File: src/rtl/frv_lsu_pkg.sv
// Shared types and helpers for the pipelined load/store unit.
package frv_lsu_pkg;

  // Access size encodings carried on req_size.
  localparam logic [1:0] LSU_BYTE = 2'b00;
  localparam logic [1:0] LSU_HALF = 2'b01;
  localparam logic [1:0] LSU_WORD = 2'b10;

  // One outstanding transaction, as remembered between grant and response.
  typedef struct packed {
    logic [4:0] rd;
    logic       load;
    logic [1:0] size;
    logic       sext;
    logic [1:0] offset;
    logic       kill;
  } lsu_tag_t;

  // Move the addressed lane down to bit 0, then zero/sign-extend to 32 bits.
  function automatic logic [31:0] lsu_format(
    input logic [31:0] rdata,
    input logic [1:0]  size,
    input logic        sext,
    input logic [1:0]  offset
  );
    logic [31:0] shifted;
    shifted = rdata >> {offset, 3'b000};
    case (size)
      LSU_BYTE: lsu_format = {{24{sext & shifted[7]}}, shifted[7:0]};
      LSU_HALF: lsu_format = {{16{sext & shifted[15]}}, shifted[15:0]};
      default:  lsu_format = shifted;
    endcase
  endfunction

endpackage

File: src/rtl/frv_lsu_tagq.sv
// In-order circular queue of transaction tags with a broadcast kill.
module frv_lsu_tagq
  import frv_lsu_pkg::*;
#(
  parameter int DEPTH = 4,
  parameter int PW    = $clog2(DEPTH)
) (
  input  logic        g_clk,
  input  logic        g_resetn,
  input  logic        push,
  input  lsu_tag_t    push_tag,
  input  logic        pop,
  input  logic        kill_all,
  output lsu_tag_t    head,
  output logic [PW:0] count,
  output logic        full,
  output logic        empty
);

  localparam logic [PW:0] FULL_COUNT = (PW + 1)'(DEPTH);

  lsu_tag_t         mem [DEPTH];
  logic [DEPTH-1:0] kill_q;
  logic [PW-1:0]    wptr;
  logic [PW-1:0]    rptr;
  logic             push_ok;
  logic             pop_ok;

  assign full    = (count == FULL_COUNT);
  assign empty   = (count == '0);
  assign push_ok = push && !full;
  assign pop_ok  = pop && !empty;

  // Tag payload write; kill bits live in kill_q so a flush can hit every slot at once.
  // NOTE: the payload array has no reset -- an entry is only meaningful between its
  // push and pop, which the reset pointers and count already define.
  always_ff @(posedge g_clk) begin
    if (push_ok) mem[wptr] <= push_tag;
  end

  // Pointers, occupancy and per-slot kill flags.
  // NOTE: sequential state uses non-blocking assignments so every register samples
  // the pre-edge values; the later kill_q[wptr] write deliberately overrides kill_all.
  always_ff @(posedge g_clk) begin
    if (!g_resetn) begin
      wptr   <= '0;
      rptr   <= '0;
      count  <= '0;
      kill_q <= '0;
    end else begin
      if (push_ok) wptr <= wptr + 1'b1;
      if (pop_ok)  rptr <= rptr + 1'b1;
      case ({push_ok, pop_ok})
        2'b10:   count <= count + 1'b1;
        2'b01:   count <= count - 1'b1;
        default: count <= count;
      endcase
      // Marking free slots too is harmless: a push always rewrites its own flag.
      if (kill_all) kill_q <= '1;
      if (push_ok)  kill_q[wptr] <= push_tag.kill;
    end
  end

  // Oldest entry, with its live kill flag merged in.
  // NOTE: every always_comb output gets a default first so no path leaves it unassigned.
  always_comb begin
    head      = mem[rptr];
    head.kill = kill_q[rptr];
  end

endmodule

File: src/rtl/frv_lsu_pipelined.sv
// Pipelined load/store unit: issues bus requests, tracks up to DEPTH
// outstanding transactions, formats load responses, supports flush and a
// leakage fence that drains the queue and scrubs the response register.
module frv_lsu_pipelined
  import frv_lsu_pkg::*;
#(
  parameter int XLEN  = 32,
  parameter int DEPTH = 4,
  parameter int PW    = $clog2(DEPTH)
) (
  input  logic            g_clk,
  input  logic            g_resetn,
  input  logic            flush,
  input  logic            req_valid,
  output logic            req_busy,
  input  logic            req_load,
  input  logic            req_store,
  input  logic [1:0]      req_size,
  input  logic            req_signed,
  input  logic [XLEN-1:0] req_addr,
  input  logic [XLEN-1:0] req_wdata,
  input  logic [4:0]      req_rd,
  output logic            req_aerr,
  input  logic            hold_req,
  output logic            dmem_req,
  output logic            dmem_wen,
  output logic [3:0]      dmem_strb,
  output logic [XLEN-1:0] dmem_wdata,
  output logic [XLEN-1:0] dmem_addr,
  input  logic            dmem_gnt,
  input  logic            dmem_recv,
  input  logic [XLEN-1:0] dmem_rdata,
  input  logic            dmem_error,
  output logic            rsp_valid,
  output logic [4:0]      rsp_rd,
  output logic [XLEN-1:0] rsp_data,
  output logic            rsp_error,
  input  logic            leak_fence,
  input  logic [XLEN-1:0] leak_prng,
  output logic            fence_done,
  output logic            spurious
);

  logic        misaligned;
  logic        issue_ok;
  logic        push;
  logic        pop;
  logic        q_full;
  logic        q_empty;
  logic [PW:0] q_count;
  logic        fence_pending;
  logic        fence_go;
  lsu_tag_t    push_tag;
  lsu_tag_t    head;

  // Request qualification: misaligned requests are consumed on the spot without a slot.
  assign misaligned = ((req_size == LSU_HALF) && req_addr[0]) ||
                      ((req_size == LSU_WORD) && (req_addr[1:0] != 2'b00));
  assign req_aerr   = req_valid && misaligned;
  // Full blocks issue even when a pop lands in the same cycle.
  assign issue_ok   = !hold_req && !q_full && !fence_pending && !flush;
  assign dmem_req   = req_valid && !misaligned && issue_ok;
  assign req_busy   = req_valid && !misaligned && !(dmem_req && dmem_gnt);
  assign push       = dmem_req && dmem_gnt;
  assign pop        = dmem_recv && !q_empty;

  // A fence completes once nothing is outstanding, nothing is arriving and nothing
  // is being accepted; a pulse on an empty, idle queue completes on the next edge.
  assign fence_go   = (fence_pending || leak_fence) && q_empty && !dmem_recv && !push;

  // Bus-side address and write data; the bus ignores the low address bits.
  assign dmem_addr  = {req_addr[XLEN-1:2], 2'b00};
  assign dmem_wen   = req_store;

  // Byte-lane strobe and lane-replicated write data.
  always_comb begin
    dmem_strb  = 4'b1111;
    dmem_wdata = req_wdata;
    case (req_size)
      LSU_BYTE: begin
        dmem_strb  = 4'b0001 << req_addr[1:0];
        dmem_wdata = {4{req_wdata[7:0]}};
      end
      LSU_HALF: begin
        dmem_strb  = 4'b0011 << req_addr[1:0];
        dmem_wdata = {2{req_wdata[15:0]}};
      end
      default: ;
    endcase
  end

  // Tag captured at grant time.
  always_comb begin
    push_tag        = '0;
    push_tag.rd     = req_rd;
    push_tag.load   = req_load;
    push_tag.size   = req_size;
    push_tag.sext   = req_signed;
    push_tag.offset = req_addr[1:0];
    push_tag.kill   = 1'b0;
  end

  frv_lsu_tagq #(
    .DEPTH (DEPTH),
    .PW    (PW)
  ) u_tagq (
    .g_clk    (g_clk),
    .g_resetn (g_resetn),
    .push     (push),
    .push_tag (push_tag),
    .pop      (pop),
    .kill_all (flush),
    .head     (head),
    .count    (q_count),
    .full     (q_full),
    .empty    (q_empty)
  );

  // Registered response, fence sequencing and spurious-response detection.
  always_ff @(posedge g_clk) begin
    if (!g_resetn) begin
      rsp_valid     <= 1'b0;
      rsp_error     <= 1'b0;
      rsp_rd        <= '0;
      rsp_data      <= '0;
      fence_done    <= 1'b0;
      fence_pending <= 1'b0;
      spurious      <= 1'b0;
    end else begin
      rsp_valid  <= 1'b0;
      fence_done <= 1'b0;
      if (pop) begin
        rsp_valid <= !head.kill && (head.load || dmem_error);
        rsp_error <= dmem_error;
        rsp_rd    <= head.rd;
        rsp_data  <= head.load ?
                     lsu_format(dmem_rdata, head.size, head.sext, head.offset) : '0;
      end
      if (dmem_recv && q_empty) spurious <= 1'b1;
      if (fence_go) begin
        fence_done    <= 1'b1;
        fence_pending <= 1'b0;
        rsp_data      <= leak_prng;
      end else begin
        fence_pending <= fence_pending || leak_fence;
      end
    end
  end

endmodule

File: config.mk
export PLATFORM = sky130hd
export DESIGN_NAME = frv_lsu_pipelined
export DESIGN_NICKNAME = d
export VERILOG_FILES = /design/src/rtl/frv_lsu_pkg.sv /design/src/rtl/frv_lsu_tagq.sv /design/src/rtl/frv_lsu_pipelined.sv
export SDC_FILE = /design/constraint.sdc
export NUM_CORES = 1
export LEC_CHECK = 0
export BUFFER_PORTS_ARGS = -buffer_cell sky130_fd_sc_hd__buf_2
export CORE_MARGIN = 10
export CORE_UTILIZATION = 42
export CTS_CLUSTER_SIZE = 30
export DETAILED_ROUTE_END_ITERATION = 10
export GPL_TIMING_DRIVEN = 0
export PLACE_DENSITY = 0.78
export SLEW_MARGIN = 20
export SYNTH_ARGS = -nofsm -noshare
export SYNTH_HDL_FRONTEND = slang
export SYNTH_SLANG_ARGS = --single-unit
File: constraint.sdc
create_clock -name g_clk -period 2.5 [get_ports g_clk]
set_clock_uncertainty 0.05 [all_clocks]
set_input_delay 0 -clock g_clk [delete_from_list [all_inputs] [get_ports g_clk]]
set_output_delay 0 -clock g_clk [all_outputs]
set_load 0.02 [all_outputs]
==> reports/summary.txt, run 1 <==
Starting density of the core: 0.4291
P_int: 2.994 mW
Total track usage: 0.1926
Die height: 133.8 um
Main synth FF type: dfxtp_1
Ports: 260
Fmax: 414.0 MHz
Placed cell area: 6792 sq um
CP Capture Type: flop
CTS tree: yes
H-tree Lvls: 3
Sequential area share after synthesis: 0.4455
Synth warn: 0
Root buf cell: clkbuf_16
Clk network pwr share: 0.351
Clock transition at path regs: 0.07 ns
First-pass iteration count of the detailed router: 5
Max FO, Critical Path: 10
Total chip power: 4.136 mW
Global route overflow: 0
Cts bufs inserted: 9
Max Slew Vio Count: 0
Die area: 17900 sq um
Startpoint types: flop
Core area: 12670 sq um
Hold Vio Cnt, Final: 0
NumNets Final: 952
Synth Register Bits: 99
Net Sw Frac: 0.2762
Rel. slew slack: 0.5079
Antenna-violating nets left: 0
RePlAce Congestion: 0.8856
CP Class: reg2reg
Distinct cells, synth: 54
Routed len/inst: 18.77 um
Post-synth EDFFs: 44
Synthesized instance count: 518
Die width: 133.8 um
Worst hold slack: 0.01606 ns
Reg power frac: 0.430
Crit path time final: 2.416 ns
First-pass GRT wire length: 28060 um
Sw Pwr: 1.142 mW
Post-DP HPWL: 14330 um
Max-Cap Viols: 0
# setup viols final: 0
Slew @ Worst Pin: 0.7355 ns
PortBufs: 226
Post-Route WL: 18320 um
Unrepaired setup endpoints after global routing: yes
Vias per inst: 5.190
Worst Hold Class: in2reg
Post-Syn Area: 5438 sq um
DRC Markers: 0
Initial antenna violation count: 0
Leak Pwr: 3.428 nW
Pwr dens: 545.9 nW/um^2
Logic pwr share: 0.220
Clk sink count: 99
Max rail drop VDD: 0.3097 mV
P&R area growth vs syn: 39.35%
Row Count: 41
Vias in the first global route: 5414
Arrival time at the worst endpoint: 2.60 ns
Asr flop ratio synth: 0
Via count: 5065
Largest net degree at the start of global routing: 18
Outcome: finished clean
Fin area: 7577 sq um
Syn avg cell area: 10.50 sq um
Layout cell share with drive strength beyond 1: 0.4266
Fill cells: 1083
Detailed Route Iter0 Violations: 338
# diodes: 0
CTS max path bufs: 2
Worst Path Required: 2.69 ns
Fin crit share: 0.9663
Skew-Pair Late Insertion Delay: 0.34 ns
[power groups by stage]
stage / combinational, mW / sequential (mW) / clock, mW
detailed placement: 0.844 / 1.81 / 0
CTS: 0.899 / 1.78 / 1.47
floorplan: 0.471 / 1.86 / 0
global placement: 0.835 / 1.81 / 0
finish: 0.909 / 1.78 / 1.45
global route: 0.981 / 1.78 / 1.54
[area by class of cell]
| class | count | area [sq um] | share of cell area |
|---|---|---|---|
| Sequential cell | 99 | 2429 | 0.3205 |
| Buffer | 77 | 498.0 | 0.06572 |
| Clock buffer | 12 | 257.7 | 0.03402 |
| Tap cell | 172 | 215.2 | 0.02840 |
| Multi-Input combinational cell | 333 | 2536 | 0.3347 |
| Clock inverter | 4 | 55.05 | 0.007266 |
| Inverter | 10 | 37.54 | 0.004954 |
| Timing Repair Buffer | 269 | 1549 | 0.2044 |
[cells in the final DEF, fill, tap and decap left out, types with 7 or more instances in the layout]
cell type and count:
a21o_1 16, a21oi_1 9, a311o_1 7, a31oi_1 9, a41oi_1 8, buf_2 234
buf_4 48, clkbuf_1 21, clkbuf_16 10, dfxtp_1 52, dlygate4sd3_1 38, edfxtp_1 44
inv_1 8, mux2_2 23, mux2i_1 25, nand2_1 63, nand3_1 24, nor2_1 29
o211a_1 7, o211ai_1 25, o21ai_0 16, o2bb2ai_1 8
[what timing repair did]
| item | in CTS | in global routing |
|---|---|---|
| pin swaps | 2 | 2 |
| hold buffers | 38 | 0 |
| resized for setup | 7 | 12 |
| endpoints found under the setup margin | 59 | 20 |
| setup buffers | 2 | 3 |
| hold endpoints to repair | 75 | 0 |
[per-layer routing]
layer,wire length [um],vias to the layer above,track usage
met2,9170,281,0.3508
met3,2048,32,0.07319
met5,0,-,0
met1,6717,2324,0.1990
li1,-,2428,-
met4,386,0,0.06167
[per-stage QoR]
stage	utilization	TNS, ns	std cells	setup WS (ns)
3_3_place_gp	0.5360	-5.683	917	-0.2833
6_report	0.5980	0	976	0.08426
2_1_floorplan	-	0	519	0.01038
5_1_grt	0.5980	-0.005252	976	-0.003420
4_1_cts	0.5937	0	973	0.003073
3_5_place_dp	0.5360	-9.760	917	-0.3917
[synthesized netlist by cell type (all sizes together), types with 9 or more instances]
cell type	n	area (sq um)
mux4	12	292.8
mux2i	28	280.3
clkbuf	22	82.58
o211ai	25	187.7
buf	55	401.6
nand2	63	236.5
inv	9	33.78
nand3	24	120.1
a21o	16	120.1
a21oi	9	45.04
o21ai	17	85.08
dfxtp	55	1101
a31oi	9	56.30
edfxtp	44	1321
nor2	30	112.6
mux2	23	259.0
[flip-flops by register name, summed over array words and instances, names as in the netlist, named ones only]
register / count
fence_done: 1
fence_pending: 1
rsp_data: 32
rsp_error: 1
rsp_rd: 5
rsp_valid: 1
spurious: 1
u_tagq.count: 3
u_tagq.kill_q: 4
u_tagq.mem: 44
u_tagq.rptr: 2
u_tagq.wptr: 2
[worst max-delay path: stages, from the launching register on]
cell,delay [ns]
dfxtp_2,0.36
buf_8,0.16
mux4_2,0.57
buf_6,0.18
buf_8,0.15
mux2i_2,0.23
nor2_1,0.11
a311o_1,0.32
a21o_1,0.18
[worst paths after layout]
kind | start | end | slack (ns) | depth (start not counted)
max | flop | rsp_data[21]$_SDFFE_PN0P_ | 0.08 | 8
min | leak_prng[26] | rsp_data[26]$_SDFFE_PN0P_ | 0.02 | 4
max reg2reg | flop | rsp_data[21]$_SDFFE_PN0P_ | 0.08 | 8
min reg2reg | rsp_error$_SDFFE_PN0P_ | rsp_error$_SDFFE_PN0P_ | 0.41 | 2
[cell families (layout without fill, tap and decap cells)]
logic type      Yosys count  count (layout)  synth area share
compound gates          116             116            0.1597
xor+xnor                  7               7           0.01127
fa+ha+maj                 6               6           0.01519
buf+inv                  87             372           0.09595
flops                    99              99            0.4455
mux                      63              63            0.1530
other cells               1               2         0.0006896
simple gates            139             139            0.1187
(Power assumes the default switching activity.)
==> run 2: changes to the inputs <==
- RECOVER_POWER: default -> 50
==> reports/summary.txt, run 2 (synthesis gave the netlist of run 1 again) <==
Outcome: finished clean (unchanged)
CTS max path bufs: 2 (unchanged)
Die width: 133.8 um (unchanged)
Max FFs per register: 44 (unchanged)
Crit-path most repeated cell: buf_8 (unchanged)
Top Registers: u_tagq.mem (44), rsp_data (32), rsp_rd (5) (unchanged)
R2R depth: 8 (unchanged)
Fmax: 414.7 MHz (was 414.0 MHz)
# setup viols final: 0 (unchanged)
Core area: 12670 sq um (unchanged)
WHS Path Cells: 4 (unchanged)
Detailed Route Iter0 Violations: 353 (was 338)
Post-DP HPWL: 14330 um (unchanged)
CP Class: reg2reg (unchanged)
Top reg by flops: u_tagq.mem (unchanged)
Worst Hold Class: in2reg (unchanged)
Slew @ Worst Pin: 0.7373 ns (was 0.7355 ns)
Vias per inst: 5.231 (was 5.190)
# diodes: 0 (unchanged)
DR WL met2: 9105 um (was 9170 um)
Routed len/inst: 18.83 um (was 18.77 um)
Via count: 5105 (was 5065)
Clock transition at path regs: 0.07 ns (about the same)
Global route overflow: 0 (unchanged)
Vias in the first global route: 5414 (unchanged)
Startpoint types: flop (unchanged)
Row Count: 41 (unchanged)
PortBufs: 226 (unchanged)
Crit path time final: 2.411 ns (was 2.416 ns)
Total chip power: 4.118 mW (was 4.136 mW)
CP Capture Type: flop (unchanged)
Skew-Pair Late Insertion Delay: 0.34 ns (about the same)
Max FO, Critical Path: 10 (unchanged)
Starting density of the core: 0.4291 (unchanged)
Total track usage: 0.1926 (unchanged)
NumNets Final: 952 (unchanged)
Layout cell share with drive strength beyond 1: 0.3159 (was 0.4266)
P&R area growth vs syn: 37.30% (was 39.35%)
Die height: 133.8 um (unchanged)
Commonest non-fill, non-tap cells in the layout: buf_2, clkbuf_1, nand2_1 (was buf_2, nand2_1, dfxtp_1)
Fin crit share: 0.9646 (was 0.9663)
Flop-to-flop setup slack: 0.09 ns (was 0.08 ns)
CP Buf/Inv Count: 3 (unchanged)
CTS tree: yes (unchanged)
First-pass GRT wire length: 28060 um (unchanged)
Pwr dens: 551.5 nW/um^2 (was 545.9 nW/um^2)
Cts bufs inserted: 9 (unchanged)
Routed wl met3: 2015 um (was 2048 um)
Critical Path Max Stage Delay: 0.57 ns (about the same)
Sw Pwr: 1.147 mW (was 1.142 mW)
Top sig layer: met4 (unchanged)
Clk network pwr share: 0.352 (was 0.351)
Hold Vio Cnt, Final: 0 (unchanged)
Arrival time at the worst endpoint: 2.60 ns (about the same)
Setup TNS: 0 ns (unchanged)
WHS Endpoint: rsp_data[24]$_SDFFE_PN0P_ (was rsp_data[26]$_SDFFE_PN0P_)
P_int: 2.971 mW (was 2.994 mW)
Max rail drop VDD: 0.3108 mV (was 0.3097 mV)
Max-Cap Viols: 0 (unchanged)
Post-Route WL: 18380 um (was 18320 um)
Net Sw Frac: 0.2786 (was 0.2762)
Logic pwr share: 0.216 (was 0.220)
H-tree Lvls: 3 (unchanged)
Reg power frac: 0.432 (was 0.430)
Worst Path Required: 2.69 ns (about the same)
Largest net degree at the start of global routing: 18 (unchanged)
Slowest CP cell: mux4_2 (unchanged)
First-pass iteration count of the detailed router: 5 (unchanged)
Commonest non-fill, non-tap cell in the layout: buf_2 (unchanged)
Rel. slew slack: 0.5067 (was 0.5079)
Die area: 17900 sq um (unchanged)
WL met1: 6824 um (was 6717 um)
Worst slack, placed: -0.3917 ns (unchanged)
Unrepaired setup endpoints after global routing: yes (unchanged)
Root buf cell: clkbuf_16 (unchanged)
Clk sink count: 99 (unchanged)
Leak Pwr: 3.129 nW (was 3.428 nW)
Initial antenna violation count: 0 (unchanged)
Critical path cell sequence: buf_8 > mux4_2 > buf_6 > buf_8 > mux2i_2 > nor2_1 > a311o_1 > a21o_1 (unchanged)
CP delay by family, top: multiplexers (unchanged)
RePlAce Congestion: 0.8856 (unchanged)
Worst hold slack: 0.01523 ns (was 0.01606 ns)
Antenna-violating nets left: 0 (unchanged)
Max Slew Vio Count: 0 (unchanged)
Worst setup margin: 0.08855 ns (was 0.08426 ns)
DRC Markers: 0 (unchanged)
Ports: 260 (unchanged)
Hold_sp: dmem_rdata[24] (was leak_prng[26])
Reg-to-reg endpoint: rsp_data[21]$_SDFFE_PN0P_ (unchanged)
==> run 2: cell count changes in the layout (fill, tap and decap cells not counted), sizes merged <==
| cell | change |
|---|---|
| clkbuf | +89 |
| buf | -89 |
==> run 2: worst max path at each step <==
stage	startpoint	slack (ns)	endpoint	depth (start not counted)
after floorplan	u_tagq.count[2]$_SDFFE_PN0P_	0.01	u_tagq.count[2]$_SDFFE_PN0P_	11
after global placement	req_size[0]	-0.28	u_tagq.count[2]$_SDFFE_PN0P_	13
after detailed placement	fence_pending$_SDFF_PP0_	-0.39	u_tagq.count[2]$_SDFFE_PN0P_	11
after CTS	u_tagq.count[2]$_SDFFE_PN0P_	0.003	u_tagq.count[2]$_SDFFE_PN0P_	11
after global routing	fence_pending$_SDFF_PP0_	-0.003	rsp_data[9]$_SDFFE_PN0P_	8
final	flop	0.09	rsp_data[21]$_SDFFE_PN0P_	8
==> run 2: worst register-to-register path: cells and delay by family, from the launching register on <==
kind                   cells  cell delay (ns)
AND/OR/NAND/NOR            1             0.11
flip-flops                 1             0.36
multiplexers               2             0.80
buffers and inverters      3             0.49
AO/OA/AOI/OAI              2             0.50
==> run 2: power by group through the flow <==
stage | logic [mW] | registers [mW] | clock network, mW
after detailed placement | 0.844 | 1.81 | 0
after global routing | 0.960 | 1.78 | 1.54
after floorplan | 0.471 | 1.86 | 0
final | 0.889 | 1.78 | 1.45
after CTS | 0.899 | 1.78 | 1.47
after global placement | 0.835 | 1.81 | 0
==> run 2: final cells by class <==
cell class / count / area, sq um
clock buffers: 12 / 257.7
well taps: 172 / 215.2
flip-flops and latches: 99 / 2429
inverters: 10 / 37.54
repair buffers: 269 / 1438
multi-input cells: 333 / 2536
plain buffers: 77 / 498.0
clock inverters: 4 / 55.05
fillers: 1137 / 5205
==> run 2: what timing repair did <==
| action | 4_1_cts | 5_1_grt |
|---|---|---|
| gates resized for setup | 7 | 12 |
| hold buffers | 38 | 0 |
| pin swaps | 2 | 2 |
| buffers inserted | 2 | 3 |
| endpoints found under the setup margin | 59 | 20 |
| hold endpoints to repair | 75 | 0 |
==> run 2: stage by stage <==
stage | instance area (sq um) | util | cells
final | 7466 | 0.5892 | 976
after global routing | 7466 | 0.5892 | 976
after CTS | 7522 | 0.5937 | 973
after detailed placement | 6792 | 0.5360 | 917
after global placement | 6792 | 0.5360 | 917
after floorplan | 5445 | - | 519
==> run 2: per-layer routing <==
layer  vias to the layer above  track usage
li1                       2430            -
met1                      2347       0.1990
met3                        36      0.07319
met4                         0      0.06167
met5                         -            0
met2                       292       0.3508
